==> src/rtl/dtw_ref_arb_pkg.sv <==
// dtw_ref_arb_pkg: state encoding, default parameters and a one-hot decode helper for the reference-memory arbiter
package dtw_ref_arb_pkg;
    typedef enum logic [1:0] {
        NOREF = 2'd0,
        IDLE  = 2'd1,
        GRANT = 2'd2,
        DRAIN = 2'd3
    } arb_state_t;
    localparam int DEF_NUM_REQ          = 4;
    localparam int DEF_DATA_WIDTH       = 16;
    localparam int DEF_REFMEM_PTR_WIDTH = 20;
    localparam int DEF_RD_LATENCY       = 3;
    localparam int DEF_MAX_BURST        = 16;
    function automatic int oh2idx(input logic [7:0] oh);
        oh2idx = 0;
        for (int k = 0; k < 8; k++)
            if (oh[k]) oh2idx = k;
    endfunction
endpackage

==> src/rtl/dtw_ref_arbiter_if.sv <==
// dtw_ref_arbiter_if: requester-side bus of the reference-memory arbiter (requests, grants, tagged read data)
interface dtw_ref_arbiter_if
    import dtw_ref_arb_pkg::*;
#(
    parameter int NUM_REQ          = DEF_NUM_REQ,
    parameter int DATA_WIDTH       = DEF_DATA_WIDTH,
    parameter int REFMEM_PTR_WIDTH = DEF_REFMEM_PTR_WIDTH
);
    logic [NUM_REQ-1:0]                  req_in;
    logic [NUM_REQ*REFMEM_PTR_WIDTH-1:0] req_addr_in;
    logic [NUM_REQ-1:0]                  gnt_out;
    logic [NUM_REQ-1:0]                  rvalid_out;
    logic [DATA_WIDTH-1:0]               rdata_out;
    modport master (output req_in, req_addr_in, input gnt_out, rvalid_out, rdata_out);
    modport slave  (input req_in, req_addr_in, output gnt_out, rvalid_out, rdata_out);
endinterface

==> src/rtl/dtw_rr_pick.sv <==
// dtw_rr_pick: combinational round-robin pick, first requester at or after ptr_in with wrap-around
module dtw_rr_pick #(
    parameter int NUM_REQ = 4,
    localparam int IW = $clog2(NUM_REQ)
) (
    input  logic [NUM_REQ-1:0] req_in,
    input  logic [IW-1:0]      ptr_in,
    output logic [NUM_REQ-1:0] win_out,
    output logic               any_out
);
    logic [IW:0] w_s;
    // scan from farthest to nearest so the nearest requester is written last and wins
    always_comb begin
        win_out = '0;
        w_s = '0;
        for (int k = NUM_REQ - 1; k >= 0; k--) begin
            w_s = {1'b0, ptr_in} + (IW+1)'(k);
            w_s = (w_s >= (IW+1)'(NUM_REQ)) ? w_s - (IW+1)'(NUM_REQ) : w_s;
            if (req_in[w_s[IW-1:0]]) win_out = NUM_REQ'(1) << w_s[IW-1:0];
        end
    end
    assign any_out = |req_in;
endmodule

==> src/rtl/dtw_ref_arbiter.sv <==
// dtw_ref_arbiter: round-robin, burst-capped sharing of one reference-memory read port among NUM_REQ requesters,
// with tagged fixed-latency returns, reference-valid gating and drain-before-reload.
module dtw_ref_arbiter
    import dtw_ref_arb_pkg::*;
#(
    parameter int NUM_REQ          = DEF_NUM_REQ,
    parameter int DATA_WIDTH       = DEF_DATA_WIDTH,
    parameter int REFMEM_PTR_WIDTH = DEF_REFMEM_PTR_WIDTH,
    parameter int RD_LATENCY       = DEF_RD_LATENCY,
    parameter int MAX_BURST        = DEF_MAX_BURST
) (
    input  logic                        clk_in,
    input  logic                        rst_n_in,
    dtw_ref_arbiter_if.slave            bus,
    output logic [REFMEM_PTR_WIDTH-1:0] ref_addr_out,
    input  logic [DATA_WIDTH-1:0]       ref_data_in,
    input  logic                        ref_load_done_in,
    input  logic                        ref_reload_in,
    output logic                        ref_valid_out,
    output logic                        load_ok_out
);
    localparam int IW = $clog2(NUM_REQ);
    localparam int CW = $clog2(MAX_BURST + 1);
    arb_state_t                  r_state, w_state_nx;
    logic [NUM_REQ-1:0]          r_gnt, w_gnt_nx, w_win;
    logic [IW-1:0]               r_ptr, w_ptr_nx, r_own, w_own_nx, w_own_inc, w_pick_ptr, w_win_idx;
    logic [CW-1:0]               r_cnt, w_cnt_nx, w_cnt_inc;
    logic                        r_valid, w_valid_nx, r_load_ok;
    logic                        w_any, w_acc, w_done, w_others, w_empty_nx;
    logic [REFMEM_PTR_WIDTH-1:0] r_addr;
    // stage 0 is loaded with ref_addr_out, so the head sits RD_LATENCY edges after acceptance
    logic [RD_LATENCY:0]         r_tv, w_tv_nx;
    logic [IW-1:0]               r_ti [RD_LATENCY+1];

    assign w_acc      = |(bus.req_in & r_gnt);
    assign w_own_inc  = (r_own == IW'(NUM_REQ - 1)) ? '0 : r_own + 1'b1;
    assign w_pick_ptr = (r_state == GRANT) ? w_own_inc : r_ptr;
    assign w_win_idx  = IW'(oh2idx(8'(w_win)));
    assign w_cnt_inc  = r_cnt + CW'(w_acc);
    assign w_done     = w_cnt_inc == CW'(MAX_BURST);
    assign w_others   = |(bus.req_in & ~r_gnt);
    assign w_tv_nx    = {r_tv[RD_LATENCY-1:0], w_acc};
    assign w_empty_nx = ~|w_tv_nx;

    dtw_rr_pick #(.NUM_REQ(NUM_REQ)) u_pick (
        .req_in  (bus.req_in),
        .ptr_in  (w_pick_ptr),
        .win_out (w_win),
        .any_out (w_any)
    );

    always_comb begin
        w_state_nx = r_state;
        w_gnt_nx   = r_gnt;
        w_ptr_nx   = r_ptr;
        w_own_nx   = r_own;
        w_cnt_nx   = r_cnt;
        w_valid_nx = r_valid;
        case (r_state)
            NOREF: begin
                if (ref_load_done_in) begin
                    w_state_nx = IDLE;
                    w_valid_nx = 1'b1;
                end
            end
            IDLE, GRANT: begin
                if (ref_reload_in) begin
                    w_state_nx = DRAIN;
                    w_gnt_nx   = '0;
                    w_valid_nx = 1'b0;
                    w_cnt_nx   = '0;
                end else if (r_state == IDLE) begin
                    if (w_any) begin
                        w_state_nx = GRANT;
                        w_gnt_nx   = w_win;
                        w_own_nx   = w_win_idx;
                    end
                end else if (!bus.req_in[r_own] || (w_done && w_others)) begin
                    // hand over with no bubble; the pick already starts at owner+1
                    w_state_nx = w_any ? GRANT : IDLE;
                    w_gnt_nx   = w_win;
                    w_own_nx   = w_win_idx;
                    w_ptr_nx   = w_own_inc;
                    w_cnt_nx   = '0;
                end else begin
                    w_cnt_nx = w_done ? '0 : w_cnt_inc;
                end
            end
            DRAIN: begin
                if (w_empty_nx) w_state_nx = NOREF;
            end
        endcase
    end

    always_ff @(posedge clk_in or negedge rst_n_in) begin
        if (!rst_n_in) begin
            r_state   <= NOREF;
            r_gnt     <= '0;
            r_ptr     <= '0;
            r_own     <= '0;
            r_cnt     <= '0;
            r_valid   <= 1'b0;
            r_load_ok <= 1'b0;
            r_addr    <= '0;
            r_tv      <= '0;
            r_ti      <= '{default: '0};
        end else begin
            r_state   <= w_state_nx;
            r_gnt     <= w_gnt_nx;
            r_ptr     <= w_ptr_nx;
            r_own     <= w_own_nx;
            r_cnt     <= w_cnt_nx;
            r_valid   <= w_valid_nx;
            r_load_ok <= (w_state_nx == NOREF) && w_empty_nx;
            if (w_acc) r_addr <= bus.req_addr_in[r_own*REFMEM_PTR_WIDTH +: REFMEM_PTR_WIDTH];
            r_tv      <= w_tv_nx;
            r_ti[0]   <= r_own;
            for (int k = 1; k <= RD_LATENCY; k++) r_ti[k] <= r_ti[k-1];
        end
    end

    assign bus.gnt_out    = r_gnt;
    assign bus.rvalid_out = r_tv[RD_LATENCY] ? NUM_REQ'(1) << r_ti[RD_LATENCY] : '0;
    assign bus.rdata_out  = r_tv[RD_LATENCY] ? ref_data_in : '0;
    assign ref_addr_out   = r_addr;
    assign ref_valid_out  = r_valid;
    assign load_ok_out    = r_load_ok;
endmodule

==> src/flat_wrapper.sv <==
// flat-port wrapper written by rule: the top's interface ports become plain ports
module dtw_ref_arbiter_flat import dtw_ref_arb_pkg::*;
#(
    parameter int NUM_REQ          = DEF_NUM_REQ,
    parameter int DATA_WIDTH       = DEF_DATA_WIDTH,
    parameter int REFMEM_PTR_WIDTH = DEF_REFMEM_PTR_WIDTH,
    parameter int RD_LATENCY       = DEF_RD_LATENCY,
    parameter int MAX_BURST        = DEF_MAX_BURST
)
  (clk_in, rst_n_in, ref_addr_out, ref_data_in, ref_load_done_in, ref_reload_in, ref_valid_out, load_ok_out, bus_req_in, bus_req_addr_in, bus_gnt_out, bus_rvalid_out, bus_rdata_out);
  dtw_ref_arbiter_if #(.NUM_REQ(NUM_REQ), .DATA_WIDTH(DATA_WIDTH), .REFMEM_PTR_WIDTH(REFMEM_PTR_WIDTH)) bus_i ();
  input  logic clk_in;
  input  logic rst_n_in;
  output logic [REFMEM_PTR_WIDTH-1:0] ref_addr_out;
  input  logic [DATA_WIDTH-1:0] ref_data_in;
  input  logic ref_load_done_in;
  input  logic ref_reload_in;
  output logic ref_valid_out;
  output logic load_ok_out;
  input wire logic [$bits(bus_i.req_in)-1:0] bus_req_in;
  input wire logic [$bits(bus_i.req_addr_in)-1:0] bus_req_addr_in;
  output wire logic [$bits(bus_i.gnt_out)-1:0] bus_gnt_out;
  output wire logic [$bits(bus_i.rvalid_out)-1:0] bus_rvalid_out;
  output wire logic [$bits(bus_i.rdata_out)-1:0] bus_rdata_out;
  assign bus_i.req_in = bus_req_in;
  assign bus_i.req_addr_in = bus_req_addr_in;
  assign bus_gnt_out = bus_i.gnt_out;
  assign bus_rvalid_out = bus_i.rvalid_out;
  assign bus_rdata_out = bus_i.rdata_out;
  dtw_ref_arbiter #(.NUM_REQ(NUM_REQ), .DATA_WIDTH(DATA_WIDTH), .REFMEM_PTR_WIDTH(REFMEM_PTR_WIDTH), .RD_LATENCY(RD_LATENCY), .MAX_BURST(MAX_BURST)) u_core (.clk_in(clk_in), .rst_n_in(rst_n_in), .bus(bus_i), .ref_addr_out(ref_addr_out), .ref_data_in(ref_data_in), .ref_load_done_in(ref_load_done_in), .ref_reload_in(ref_reload_in), .ref_valid_out(ref_valid_out), .load_ok_out(load_ok_out));
endmodule
==> config.mk <==
export PLATFORM = sky130hd
export DESIGN_NAME = dtw_ref_arbiter_flat
export DESIGN_NICKNAME = d
export VERILOG_FILES = /design/src/rtl/dtw_ref_arb_pkg.sv /design/src/rtl/dtw_ref_arbiter_if.sv /design/src/rtl/dtw_rr_pick.sv /design/src/rtl/dtw_ref_arbiter.sv /design/src/flat_wrapper.sv
export SDC_FILE = /design/constraint.sdc
export NUM_CORES = 1
export LEC_CHECK = 0
export CORE_MARGIN = 2
export CORE_UTILIZATION = 42
export DETAILED_ROUTE_END_ITERATION = 7
export PLACE_DENSITY = 0.85
export SYNTH_ARGS = -nofsm -noshare
export SYNTH_HDL_FRONTEND = slang
export SYNTH_SLANG_ARGS = --single-unit
==> constraint.sdc <==
create_clock -name clk_in -period 4.2 [get_ports clk_in]
set_clock_uncertainty 0.2 [all_clocks]
set_input_delay 0.84 -clock clk_in [delete_from_list [all_inputs] [get_ports clk_in]]
set_output_delay 0.84 -clock clk_in [all_outputs]
set_load 0.02 [all_outputs]
==> results of run 1 <==
final cells by class:
cell class	count	area, um2	share of cell area (%)
multi-input cells	195	1840	37.6
repair buffers	158	1550	31.8
flip-flops and latches	49	1230	25.1
well taps	99	124	2.53
clock buffers	7	86.3	1.76
inverters	9	33.8	0.690
clock inverters	1	30.0	0.614
flip-flops by register name (all words and copies together), names as in the netlist:
signal,cells
u_core.r_tv,4
u_core.ref_addr_out,20
u_core.r_ti,8
u_core.r_cnt,5
u_core.r_state,2
u_core.load_ok_out,1
u_core.ref_valid_out,1
u_core.bus.gnt_out,4
u_core.r_ptr,2
u_core.r_own,2
report_power, final:
part	internal, mW	switching (mW)	total, mW	leakage (nW)
Sequential	0.678	0.129	0.807	0.592
Clock	0.194	0.148	0.342	0.0585
Combinational	1.05	1.01	2.06	1.32
worst max-delay path, stage by stage:
cell             delay (ns)
clkdlybuf4s50_1        0.44
a22oi_1                0.21
nand2_1                0.12
ha_1                   0.24
ha_1                   0.30
or2_2                  0.32
o41ai_2                0.40
buf_4                  0.20
o21ai_0                0.09
a32o_1                 0.29
nor3b_1                0.22
stage by stage:
stage	hold slack, ns	std cells	instance area [um2]
after detailed placement	0.138	510	4780
after floorplan	0.131	265	3160
after global placement	0.131	510	4780
final	0.154	518	4890
after CTS	0.158	518	4890
after global routing	0.160	518	4890
path summary, 6_finish.rpt:
path                                              from                                 to  slack (ns)
max                                      bus_req_in[2]       u_core.load_ok_out$_DFF_PN0_        0.52
min                           u_core.r_ti[4]$_DFF_PN0_           u_core.r_ti[2]$_DFF_PN0_        0.15
max reg2reg                u_core.r_state[0]$_DFF_PN0_        u_core.r_own[0]$_DFFE_PN0P_        0.85
min reg2reg                   u_core.r_ti[4]$_DFF_PN0_           u_core.r_ti[2]$_DFF_PN0_        0.15
max in group asynchronous                     rst_n_in        u_core.r_own[0]$_DFFE_PN0P_        2.57
min in group asynchronous                     rst_n_in  u_core.bus.gnt_out[1]$_DFFE_PN0P_        0.52
cell families (layout without fill, tap and decap cells):
logic type,Yosys count,after routing,share of synthesized area (%)
adders and majority gates,15,15,5.94
xor gates and xnor gates,1,1,0.277
DFF,49,49,38.8
AOI/OAI and AO/OA,46,46,11.1
buffers and inverters,21,175,3.01
muxes,50,50,26.3
and+or+nand+nor,83,83,14.6
routing by layer:
metal,share of wire [%],wire length (um)
met5,0,0
met4,1.2,97
met3,7.4,612
met2,52,4310
met1,40,3290
Yosys cell counts, types with 2 or more instances:
| cell | count | area share (%) |
|---|---|---|
| ha_1 | 15 | 5.9 |
| and3_1 | 2 | 0.40 |
| clkbuf_1 | 8 | 0.95 |
| dfrtp_1 | 49 | 39 |
| mux2i_1 | 4 | 1.3 |
| nand2b_1 | 6 | 1.2 |
| a21oi_1 | 3 | 0.48 |
| nor4_1 | 2 | 0.40 |
| a221o_1 | 2 | 0.63 |
| nor3_1 | 4 | 0.63 |
| nand3b_1 | 2 | 0.48 |
| nor2_1 | 10 | 1.2 |
| a22oi_1 | 3 | 0.71 |
| a31oi_1 | 2 | 0.40 |
| and2_1 | 16 | 3.2 |
| nor3b_1 | 4 | 0.95 |
| mux2_2 | 22 | 7.8 |
| nand2_1 | 19 | 2.3 |
| nor2b_1 | 6 | 1.2 |
| a21boi_0 | 2 | 0.48 |
| nand3_1 | 5 | 0.79 |
| inv_1 | 8 | 0.95 |
| a22o_1 | 2 | 0.55 |
| o21ai_1 | 2 | 0.32 |
| buf_6 | 2 | 0.71 |
| o21ai_0 | 12 | 1.9 |
| mux4_2 | 23 | 16 |
==> results.txt, run 1 <==
status: completed
Ys Warns: 0
Top Usage Layer GRT: met2
maximum vdd drop: 0.426 mV
GR met2 Demand/Resource: 37.3%
largest net degree at the start of global routing: 50
Routed Antenna Nets: 0
Area Growth Syn to Fin: 54.9%
Register-to-Register Path Depth: 12
Row Count: 31
Design Power: 3.21 mW
Syn Area/Cell: 11.9 um2
clock root cell: clkbuf_8
fill count: 553
crit path time final: 3.68 ns
most frequent cells in the layout: clkdlybuf4s50_1 (148), dfrtp_1 (48), mux4_2 (23)
CP max FO: 5
maxcap violations: 0
FFs w/ async S/R, synth: 100%
# hold bufs at CTS: 0
Hold Crit Class: reg -> reg
setup slack after layout: 0.520 ns
Final Util: 67.5%
Initial Util: 43.6%
grt ovf: 0
H-tree Lvls: 2
final hold vios: 0
critical path startpoint category: input pin
wire per inst: 16.0 um
drt first pass iters: 4
layout net count: 537
most common cell after layout, fill and taps aside: clkdlybuf4s50_1
Clock Sinks: 49
setup tns final: 0 ns
Core Area: 7250 um2
final wirelength: 8310 um
Max Slew Vio Count: 0
Antenna diodes: 0
met3 Track Usage GR: 5.51%
Slew @ Worst Pin: 1.06 ns
Die Wd: 90.7 um
met1 Use GR: 22.7%
Die Y: 90.7 um
gr usage total: 20.1%
first-pass GRT wire length: 13400 um
Critical Path RT: 4.20 ns
DRC: 0
Post-CTS Setup Bufs: 0
RSZ-0062 raised after global routing: false
clock-pin slew on the worst setup and hold paths: 0.08 ns
Power Density: 655 nW/um2
Post-DP HPWL: 6570 um
routed vias: 2726
vias per cell: 5.26
ys flop type: dfrtp_1
synth unique cells: 57
Place WS: 0.263 ns
leakage power: 1.97 nW
total CTS buffers: 5
Post-CTS Resized: 0
CP endpoint kind: register
cell depth of the worst min-delay path: 0
maximum buffer depth of the clock tree: 2
die area: 8230 um2
antenna violations before repair: 0
Crit Path Category: in -> reg
Seq/Total Area, Yosys: 38.8%
I/O pin total: 150
vias in the first global route: 2803
Clk Latency, worst-skew pair: 0.29 ns
# setup viols final: 0
synthesis-stage register bit count: 49
Syn Std Cell Area: 3160 um2
Tcrit/Tclk final: 87.6%
fmax: 0.272 GHz
Synth Instances: 265
EDFF count, synth: 0
syn nets: 384
DR iter-0 viols: 87
relative slew slack: 29.1%
IO Port Bufs: 149
Worst Path Arrival: 3.68 ns
layout cells sized above 1: 17.2%
CTS tree: yes
GPL Wtd Cong: 0.867
No activity file was read; power rests on OpenSTA's default activity.
==> run 2, diff against run 1 <==
Settings changed: SKIP_CTS_REPAIR_TIMING set to 1.
==> results of run 2 <==
Final layout, timing and power as in run 1 (identical DEF).
